===== src/rtl/dm_cache_pkg.sv =====
// dm_cache_pkg: shared types and constants for the direct-mapped cache.
//   cache_state_e : controller FSM states (IDLE / RD_MISS / WR_THRU)
//   calc_tag_w()  : tag width from address and index widths
//   STAT_W        : width of the optional hit/miss statistics counters
package dm_cache_pkg;

  typedef enum logic [1:0] {
    IDLE    = 2'd0,
    RD_MISS = 2'd1,
    WR_THRU = 2'd2
  } cache_state_e;

  localparam int STAT_W = 32;

  function automatic int calc_tag_w(input int addr_w, input int index_w);
    return addr_w - index_w;
  endfunction

endpackage


===== src/rtl/dm_cache_array.sv =====
// dm_cache_array: data + tag + valid storage for the direct-mapped cache.
//   clk, rst_n          : clock, async active-low reset (valid bits only)
//   rd_idx              : combinational read port index
//   rd_data/rd_tag/rd_valid : contents of line rd_idx
//   wr_en/wr_idx/wr_data/wr_tag : synchronous write; also sets the valid bit
//   clr_all             : bulk clear of every valid bit (wins over wr_en)
module dm_cache_array #(
  parameter int DATA_W  = 8,
  parameter int TAG_W   = 5,
  parameter int INDEX_W = 3
) (
  input  logic               clk,
  input  logic               rst_n,
  input  logic [INDEX_W-1:0] rd_idx,
  output logic [DATA_W-1:0]  rd_data,
  output logic [TAG_W-1:0]   rd_tag,
  output logic               rd_valid,
  input  logic               wr_en,
  input  logic [INDEX_W-1:0] wr_idx,
  input  logic [DATA_W-1:0]  wr_data,
  input  logic [TAG_W-1:0]   wr_tag,
  input  logic               clr_all
);

  localparam int LINES = 2**INDEX_W;

  logic [DATA_W-1:0] data_mem [LINES];
  logic [TAG_W-1:0]  tag_mem  [LINES];
  logic [LINES-1:0]  valid;

  // Data and tags are never reset; only the valid bits qualify them.
  always_ff @(posedge clk) begin
    if (wr_en) begin
      data_mem[wr_idx] <= wr_data;
      tag_mem[wr_idx]  <= wr_tag;
    end
  end

  always_ff @(posedge clk or negedge rst_n) begin
    if (!rst_n) begin
      valid <= '0;
    end else if (clr_all) begin
      valid <= '0;
    end else if (wr_en) begin
      valid[wr_idx] <= 1'b1;
    end
  end

  assign rd_data  = data_mem[rd_idx];
  assign rd_tag   = tag_mem[rd_idx];
  assign rd_valid = valid[rd_idx];

endmodule


===== src/rtl/dm_cache_ctrl.sv =====
// dm_cache_ctrl: direct-mapped, write-through, no-write-allocate cache.
// Read hits complete in one cycle; read misses fill from backing memory over
// a level req / single-cycle ack handshake; every write goes to memory.
//   clk, rst_n                     : clock, async active-low reset
//   cpu_rd, cpu_wr, cpu_addr, cpu_wdata, flush : CPU requests (wr beats rd)
//   cpu_ready, cpu_valid, cpu_rdata : CPU handshake / read data
//   mem_rd, mem_wr, mem_addr, mem_wdata : backing-memory request (registered)
//   mem_rdata, mem_ack             : backing-memory response
//   hit_cnt, miss_cnt              : saturating statistics, only when the
//                                    DM_CACHE_STATS_EN macro is defined
module dm_cache_ctrl
  import dm_cache_pkg::*;
#(
  parameter int DATA_W  = 8,
  parameter int ADDR_W  = 8,
  parameter int INDEX_W = 3
) (
  input  logic              clk,
  input  logic              rst_n,
  input  logic              cpu_rd,
  input  logic              cpu_wr,
  input  logic [ADDR_W-1:0] cpu_addr,
  input  logic [DATA_W-1:0] cpu_wdata,
  input  logic              flush,
  output logic              cpu_ready,
  output logic              cpu_valid,
  output logic [DATA_W-1:0] cpu_rdata,
  output logic              mem_rd,
  output logic              mem_wr,
  output logic [ADDR_W-1:0] mem_addr,
  output logic [DATA_W-1:0] mem_wdata,
  input  logic [DATA_W-1:0] mem_rdata,
  input  logic              mem_ack
`ifdef DM_CACHE_STATS_EN
  ,
  output logic [STAT_W-1:0] hit_cnt,
  output logic [STAT_W-1:0] miss_cnt
`endif
);

  localparam int TAG_W = calc_tag_w(ADDR_W, INDEX_W);

  cache_state_e state;

  logic [INDEX_W-1:0] cpu_idx;
  logic [TAG_W-1:0]   cpu_tag;
  logic [DATA_W-1:0]  arr_rd_data;
  logic [TAG_W-1:0]   arr_rd_tag;
  logic               arr_rd_valid;
  logic               arr_wr_en;
  logic [INDEX_W-1:0] arr_wr_idx;
  logic [DATA_W-1:0]  arr_wr_data;
  logic [TAG_W-1:0]   arr_wr_tag;
  logic               arr_clr;
  logic               hit;
  logic               accept;

  assign cpu_idx   = cpu_addr[INDEX_W-1:0];
  assign cpu_tag   = cpu_addr[ADDR_W-1:INDEX_W];
  assign hit       = arr_rd_valid && (arr_rd_tag == cpu_tag);
  assign cpu_ready = (state == IDLE);
  // A request only counts when flush is not dropping it.
  assign accept    = cpu_ready && !flush && (cpu_rd || cpu_wr);
  assign arr_clr   = cpu_ready && flush;

  dm_cache_array #(
    .DATA_W  (DATA_W),
    .TAG_W   (TAG_W),
    .INDEX_W (INDEX_W)
  ) u_array (
    .clk      (clk),
    .rst_n    (rst_n),
    .rd_idx   (cpu_idx),
    .rd_data  (arr_rd_data),
    .rd_tag   (arr_rd_tag),
    .rd_valid (arr_rd_valid),
    .wr_en    (arr_wr_en),
    .wr_idx   (arr_wr_idx),
    .wr_data  (arr_wr_data),
    .wr_tag   (arr_wr_tag),
    .clr_all  (arr_clr)
  );

  // Single array write port shared by write hits (IDLE) and fills (RD_MISS).
  // A write hit rewrites the same tag and valid bit, so only data changes.
  always_comb begin
    arr_wr_en   = 1'b0;
    arr_wr_idx  = cpu_idx;
    arr_wr_data = cpu_wdata;
    arr_wr_tag  = cpu_tag;
    if (state == IDLE && !flush && cpu_wr && hit) begin
      arr_wr_en = 1'b1;
    end else if (state == RD_MISS && mem_ack) begin
      arr_wr_en   = 1'b1;
      arr_wr_idx  = mem_addr[INDEX_W-1:0];
      arr_wr_data = mem_rdata;
      arr_wr_tag  = mem_addr[ADDR_W-1:INDEX_W];
    end
  end

  always_ff @(posedge clk or negedge rst_n) begin
    if (!rst_n) begin
      state     <= IDLE;
      cpu_valid <= 1'b0;
      cpu_rdata <= '0;
      mem_rd    <= 1'b0;
      mem_wr    <= 1'b0;
      mem_addr  <= '0;
      mem_wdata <= '0;
    end else begin
      cpu_valid <= 1'b0;
      case (state)
        IDLE: begin
          if (flush) begin
            // Valid bits are cleared by the array; requests are dropped.
          end else if (cpu_wr) begin
            mem_addr  <= cpu_addr;
            mem_wdata <= cpu_wdata;
            mem_wr    <= 1'b1;
            state     <= WR_THRU;
          end else if (cpu_rd) begin
            if (hit) begin
              cpu_rdata <= arr_rd_data;
              cpu_valid <= 1'b1;
            end else begin
              mem_addr <= cpu_addr;
              mem_rd   <= 1'b1;
              state    <= RD_MISS;
            end
          end
        end
        RD_MISS: begin
          if (mem_ack) begin
            cpu_rdata <= mem_rdata;
            cpu_valid <= 1'b1;
            mem_rd    <= 1'b0;
            state     <= IDLE;
          end
        end
        WR_THRU: begin
          if (mem_ack) begin
            cpu_valid <= 1'b1;
            mem_wr    <= 1'b0;
            state     <= IDLE;
          end
        end
        default: begin
          mem_rd <= 1'b0;
          mem_wr <= 1'b0;
          state  <= IDLE;
        end
      endcase
    end
  end

`ifdef DM_CACHE_STATS_EN
  always_ff @(posedge clk or negedge rst_n) begin
    if (!rst_n) begin
      hit_cnt  <= '0;
      miss_cnt <= '0;
    end else if (accept) begin
      if (hit) begin
        if (hit_cnt != '1) hit_cnt <= hit_cnt + STAT_W'(1);
      end else begin
        if (miss_cnt != '1) miss_cnt <= miss_cnt + STAT_W'(1);
      end
    end
  end
`else
  logic unused_accept;
  assign unused_accept = accept;
`endif

endmodule


===== config.mk =====
export PLATFORM = sky130hd
export DESIGN_NAME = dm_cache_ctrl
export DESIGN_NICKNAME = d
export VERILOG_FILES = /design/src/rtl/dm_cache_pkg.sv /design/src/rtl/dm_cache_array.sv /design/src/rtl/dm_cache_ctrl.sv
export SDC_FILE = /design/constraint.sdc
export NUM_CORES = 1
export LEC_CHECK = 0
export ABC_AREA = 1
export CAP_MARGIN = 20
export CORE_ASPECT_RATIO = 1.4
export CORE_UTILIZATION = 60
export CTS_CLUSTER_SIZE = 14
export DETAILED_ROUTE_END_ITERATION = 10
export HOLD_SLACK_MARGIN = 0.1
export PLACE_DENSITY = 0.89
export SYNTH_ARGS = -nofsm -noshare
export SYNTH_HDL_FRONTEND = slang
export SYNTH_SLANG_ARGS = --single-unit

===== constraint.sdc =====
create_clock -name clk -period 3.85 [get_ports clk]
set_input_delay 0.385 -clock clk [delete_from_list [all_inputs] [get_ports clk]]
set_output_delay 0.385 -clock clk [all_outputs]
set_load 0.02 [all_outputs]

==> results.txt, run 1 <==
status - finished clean
antenna viol nets, final - 0
area leader, netlist - edfxtp_1
Num CTS Buffers - 17
met3 WL - 1290 µm
Tightest Pin Transition - 1.02 ns
CTS tree - done
setup_tns - 0 ns
DP Wirelength - 10900 µm
kind of end point of the critical path - register
r2r worst-path depth - 9
Max stage delay cell, worst path - o21ai_0
Clock Latency Late Sink - 0.43 ns
initial antenna violation count - 0
Final min period - 3.41 ns
Routed Wire Length - 16700 µm
Hold Buf Count CTS - 0
DIE AREA - 11000 µm²
YS warnings - 0
vias in the first global route - 4971
Gates resized, CTS repair - 0
Critical Path Max Stage Delay - 0.79 ns
Max-slew headroom - 31.4%
core area - 10300 µm²
Net Count, Synth - 678
count of cell types in the netlist - 29
synthesis-stage register bit count - 141
synth top area cells - edfxtp_1, dfrtp_1, nand2_1, o21ai_0, inv_1
Crit path buffers/inverters - 4
share of cells above drive strength 1 - 8.77%
setup violators final - 0
PwrDens - 686 nW/µm²
TritonRoute pass-1 iters - 5
Reg-to-Reg End - u_array.data_mem[4][5]
commonest cells after routing, fill and taps aside - nand2_1, edfxtp_1, inv_1, nor2_1, o21ai_0
final hold violations - 0
IO Port Bufs - 57
WP data required - 3.93 ns
hold crit path type - primary input to asynchronous set/reset pin
Max rail drop VDD - 0.501 mV
grt total ovfl - 0
CTS H-tree depth - 4
CP top delay family - simple AND/OR/NAND/NOR gates
total clock sinks - 141
CP arrival - 3.48 ns
Cell Area, Synth - 6340 µm²
row cnt - 44
via count - 5068
post-DR vias/cell - 5.92
number of setup buffers added after CTS - 0
DR iter-0 viols - 598
Total GRT Usage - 32.4%
FF-to-FF Start - state[0]
Setup Skew - 0.0131 ns
die width - 88.9 µm
antenna diode count - 0
Max FO, Critical Path - 19
initial core utilization - 61.2%
WL met1 - 5840 µm
Max Freq - 0.294 GHz
drt drc - 0
WL/cell - 19.5 µm
RSZ-0062 raised after global routing - no
met2 WL - 8580 µm
clk slew on worst S/H paths - 0.06 ns
Cells after Synth - 644
fin util - 73.4%
Seq/Total Area, Yosys - 63.9%
Root Driver - clkbuf_16
syn_area_per_cell - 9.84 µm²
crit path launch type - register
P_leak - 0.00318 µW
CP cell instances - inv_1 -> ha_1 -> inv_1 -> nor3_1 -> clkinv_1 -> nor2_4 -> nor2_2 -> buf_4 -> o21ai_0
CTS max path bufs - 2
most common cell after layout, fill and taps aside - nand2_1
num ports - 58
post-synth top area share - 49.3%
crit share post-route - 88.4%
most frequent CP cell - inv_1
Final Wtd Congestion - 0.977
first-pass GRT wire length - 25300 µm
Max Slew Vio Count - 0
Area growth syn-to-layout - 19.9%
Net count, final - 739
Reg2Reg Setup Slack - 0.44 ns
kind of critical path - register to register
Top Layer Used - met4
Max-Cap Viols - 0
largest net degree at the start of global routing - 61
FILL cells - 677
die height - 124 µm
## worst register-to-register path, stage by stage, from the launching register on
cell,delay [ns]
dfrtp_1,0.40
inv_1,0.11
ha_1,0.26
inv_1,0.16
nor3_1,0.45
clkinv_1,0.25
nor2_4,0.23
nor2_2,0.18
buf_4,0.22
o21ai_0,0.79
## state kept, by name, indices dropped and copies added, names as in the netlist
name              flops
cpu_rdata             8
cpu_valid             1
mem_addr              8
mem_rd                1
mem_wdata             8
mem_wr                1
state                 2
u_array.data_mem     64
u_array.tag_mem      40
u_array.valid         8
## synth_stat cells
| library cell | n |
|---|---|
| buf_6 | 4 |
| inv_1 | 82 |
| a21oi_2 | 2 |
| inv_2 | 3 |
| o21ai_0 | 67 |
| buf_4 | 1 |
| o21a_1 | 5 |
| a21boi_4 | 1 |
| edfxtp_1 | 104 |
| dfrtp_1 | 37 |
| a31o_2 | 4 |
| ha_1 | 4 |
| nor3_1 | 2 |
| a31oi_1 | 3 |
| nor2_4 | 2 |
| nand2_1 | 146 |
| clkbuf_1 | 12 |
| nand2_2 | 2 |
| nor2_2 | 2 |
| a21oi_1 | 24 |
| a211oi_1 | 1 |
| buf_2 | 9 |
| nand3_1 | 37 |
| nand3_4 | 1 |
| buf_1 | 2 |
| clkinv_1 | 2 |
| nor2_1 | 67 |
| o22ai_1 | 16 |
| nand4_1 | 2 |
## layout make-up
type,count,area (µm²),share of cell area (%)
multi-input cells,388,1810,23.9
clock inverters,14,158,2.07
flip-flops and latches,141,4050,53.3
well taps,138,173,2.27
repair buffers,70,651,8.56
inverters,87,327,4.30
clock buffers,18,429,5.65
## per-stage QoR
stage	instance area, µm²	power [µW]	instances	hold WS (ns)	setup WS (ns)
CTS	7590	5190	855	0.110	0.499
global route	7600	5410	856	0.147	0.223
finish	7600	5220	856	0.0771	0.445
detailed placement	7010	3580	823	0.483	0.207
floorplan	6340	2950	644	0.0894	1.16
global placement	7000	3520	821	0.469	0.266
## metal layers
layer  up-vias  GRT usage, %
met4         0          20.9
met5         -             0
met2       343          55.9
li1       2256             -
met1      2390          36.3
met3        79          6.49
## worst max path at each step
stage                 from                endpoint  slack (ns)  cells past startpoint
2_1_floorplan     state[0]  u_array.data_mem[0][0]        1.16                     10
3_3_place_gp   cpu_addr[1]  u_array.data_mem[5][6]        0.27                     13
3_5_place_dp   cpu_addr[1]   u_array.tag_mem[6][0]        0.21                     13
4_1_cts           state[0]  u_array.data_mem[6][2]        0.50                      9
5_1_grt        cpu_addr[1]  u_array.data_mem[4][5]        0.22                     13
6_report          state[0]  u_array.data_mem[4][5]        0.44                      9
## report_power, final
group / leakage [µW] / switching, µW / internal (µW) / total [µW]
Clock: 0.000278 / 651 / 964 / 1610
Sequential: 0.00139 / 130 / 1980 / 2110
Combinational: 0.00151 / 947 / 542 / 1490
Total: 0.00318 / 1730 / 3490 / 5220
## cells by family after synthesis
logic type	share of synthesized area, %
simple gates	16.9
flops	63.9
compound gates	10.9
buf+inv	7.52
fa+ha+maj	0.790
(Power assumes the default switching activity.)
==> inputs of run 2 (changes only) <==
Settings changed: ABC_CLOCK_PERIOD_IN_PS from default to 3850, SLEW_MARGIN from default to 30.
==> run 2 against run 1 <==
Effect of this change:
- maximum frequency increased by 3.4%
- routed wire length decreased by 1.3%
- hold slack improved by 0.30 ns
- setup slack improved by 0.11 ns
- via count decreased by 1.1%
- sequential power about the same
- critical path type unchanged
- highest routed layer unchanged
==> results.txt, run 2 (same netlist as run 1, synthesis figures left out) <==
overall power - 5170 µW
DIE AREA - 11000 µm²
most common cell after layout, fill and taps aside - nand2_1
crit share post-route - 85.5%
met3 global-route usage - 8.61%
most frequent CP cell - inv_1
WP data required - 3.95 ns
via count - 5013
CP top delay family - simple AND/OR/NAND/NOR gates
Clock Latency Late Sink - 0.43 ns
Num CTS Buffers - 17
row cnt - 44
Root Driver - clkbuf_16
Net count, final - 738
Setup Skew - 0.0175 ns
Crit path buffers/inverters - 4
DP Worst Slack - 0.260 ns
DP Wirelength - 10800 µm
post-DR vias/cell - 5.86
num ports - 58
die height - 124 µm
Max Slew Vio Count - 0
setup_tns - 0 ns
Max stage delay cell, worst path - o21ai_0
Area after DPL - 7000 µm²
antenna diode count - 0
Largest Register - u_array.data_mem
Gates resized, CTS repair - 0
largest registers - u_array.data_mem: 64 flops, u_array.tag_mem: 40 flops
drt drc - 0
hold crit path type - primary input to asynchronous set/reset pin
largest net degree at the start of global routing - 61
core area - 10300 µm²
initial antenna violation count - 0
Reg2Reg Setup Slack - 0.56 ns
clk slew on worst S/H paths - 0.07 ns
P_leak - 0.00318 µW
Max rail drop VDD - 0.489 mV
commonest cells after routing, fill and taps aside - nand2_1, edfxtp_1, inv_1, nor2_1, o21ai_0
r2r worst-path depth - 9
CTS tree - done
crit path launch - state[0]
grt total ovfl - 0
Tightest Pin Transition - 1.01 ns
met2 Use GR - 52.6%
PwrDens - 681 nW/µm²
Max Freq - 0.304 GHz
max reg flops - 64
Max-Cap Viols - 0
FF-to-FF Start - state[0]
CP cell instances - inv_1 -> ha_1 -> inv_1 -> nor3_1 -> clkinv_1 -> nor2_4 -> nor2_2 -> buf_4 -> o21ai_0
Max FO, Critical Path - 19
Routed Wire Length - 16500 µm
Final Cell Area - 7590 µm²
status - finished clean
kind of critical path - register to register
Critical Path Max Stage Delay - 0.70 ns
CP arrival - 3.40 ns
Hold Buf Count CTS - 0
first-pass GRT wire length - 24900 µm
setup violators final - 0
initial core utilization - 61.2%
DR iter-0 viols - 624
crit path launch type - register
Reg-to-Reg End - u_array.data_mem[6][0]
Max-slew headroom - 32.2%
RSZ-0062 raised after global routing - no
antenna viol nets, final - 0
WL/cell - 19.2 µm
number of setup buffers added after CTS - 0
CTS H-tree depth - 4
Total GRT Usage - 32.4%
IO Port Bufs - 57
Final Wtd Congestion - 0.977
Finished Layout Cells - 855
total clock sinks - 141
Area growth syn-to-layout - 19.8%
TritonRoute pass-1 iters - 8
Final min period - 3.29 ns
vias in the first global route - 4931
die width - 88.9 µm
grt met1 use - 35.9%
gr busiest metal - met2
Placed Instances - 821
kind of end point of the critical path - register
CTS max path bufs - 2
final hold violations - 0
final setup margin - 0.556 ns
share of cells above drive strength 1 - 8.65%
## run 2: cell count changes in the layout (fill, tap and decap cells not counted), sizes merged
cell	delta
clkinv	-2
clkinvlp	-2
inv	+7
clkbuf	-2
buf	-1
dlygate4sd3	+1
bufinv	-2
## run 2: area by class of cell
class,instances,area (µm²)
flip-flops and latches,141,4050
fillers,684,2760
multi-input cells,388,1810
repair buffers,69,666
clock buffers,17,425
inverters,87,327
well taps,138,173
clock inverters,15,141
## run 2: power by group
part / leakage [µW] / internal [µW] / switching (µW)
logic: 0.00151 / 540 / 947
clock network: 0.000281 / 860 / 718
registers: 0.00139 / 1980 / 122
total: 0.00318 / 3380 / 1790
## run 2: how the worst max path moves through the flow
stage | endpoint | cells after the start | slack, ns
2_1_floorplan | u_array.data_mem[0][0] | 10 | 1.16
3_3_place_gp | u_array.data_mem[5][6] | 13 | 0.27
3_5_place_dp | u_array.data_mem[5][2] | 14 | 0.26
4_1_cts | u_array.data_mem[0][2] | 9 | 0.57
5_1_grt | u_array.data_mem[6][5] | 16 | 0.42
6_report | u_array.data_mem[6][0] | 9 | 0.56
## run 2: metrics by stage
step	utilization, %	hold slack (ns)
finish	73.4	0.375
global route	73.4	0.412
CTS	73.1	0.105
detailed placement	67.6	0.482
global placement	67.6	0.469
floorplan	-	0.0894
## run 2: per-layer routing
| metal | wire, µm | share of wire, % | up-vias |
|---|---|---|---|
| li1 | - | - | 2264 |
| met1 | 5620 | 34 | 2336 |
| met2 | 8430 | 51 | 321 |
| met3 | 1320 | 8.0 | 92 |
| met4 | 1080 | 6.6 | 0 |
| met5 | 0 | 0 | - |
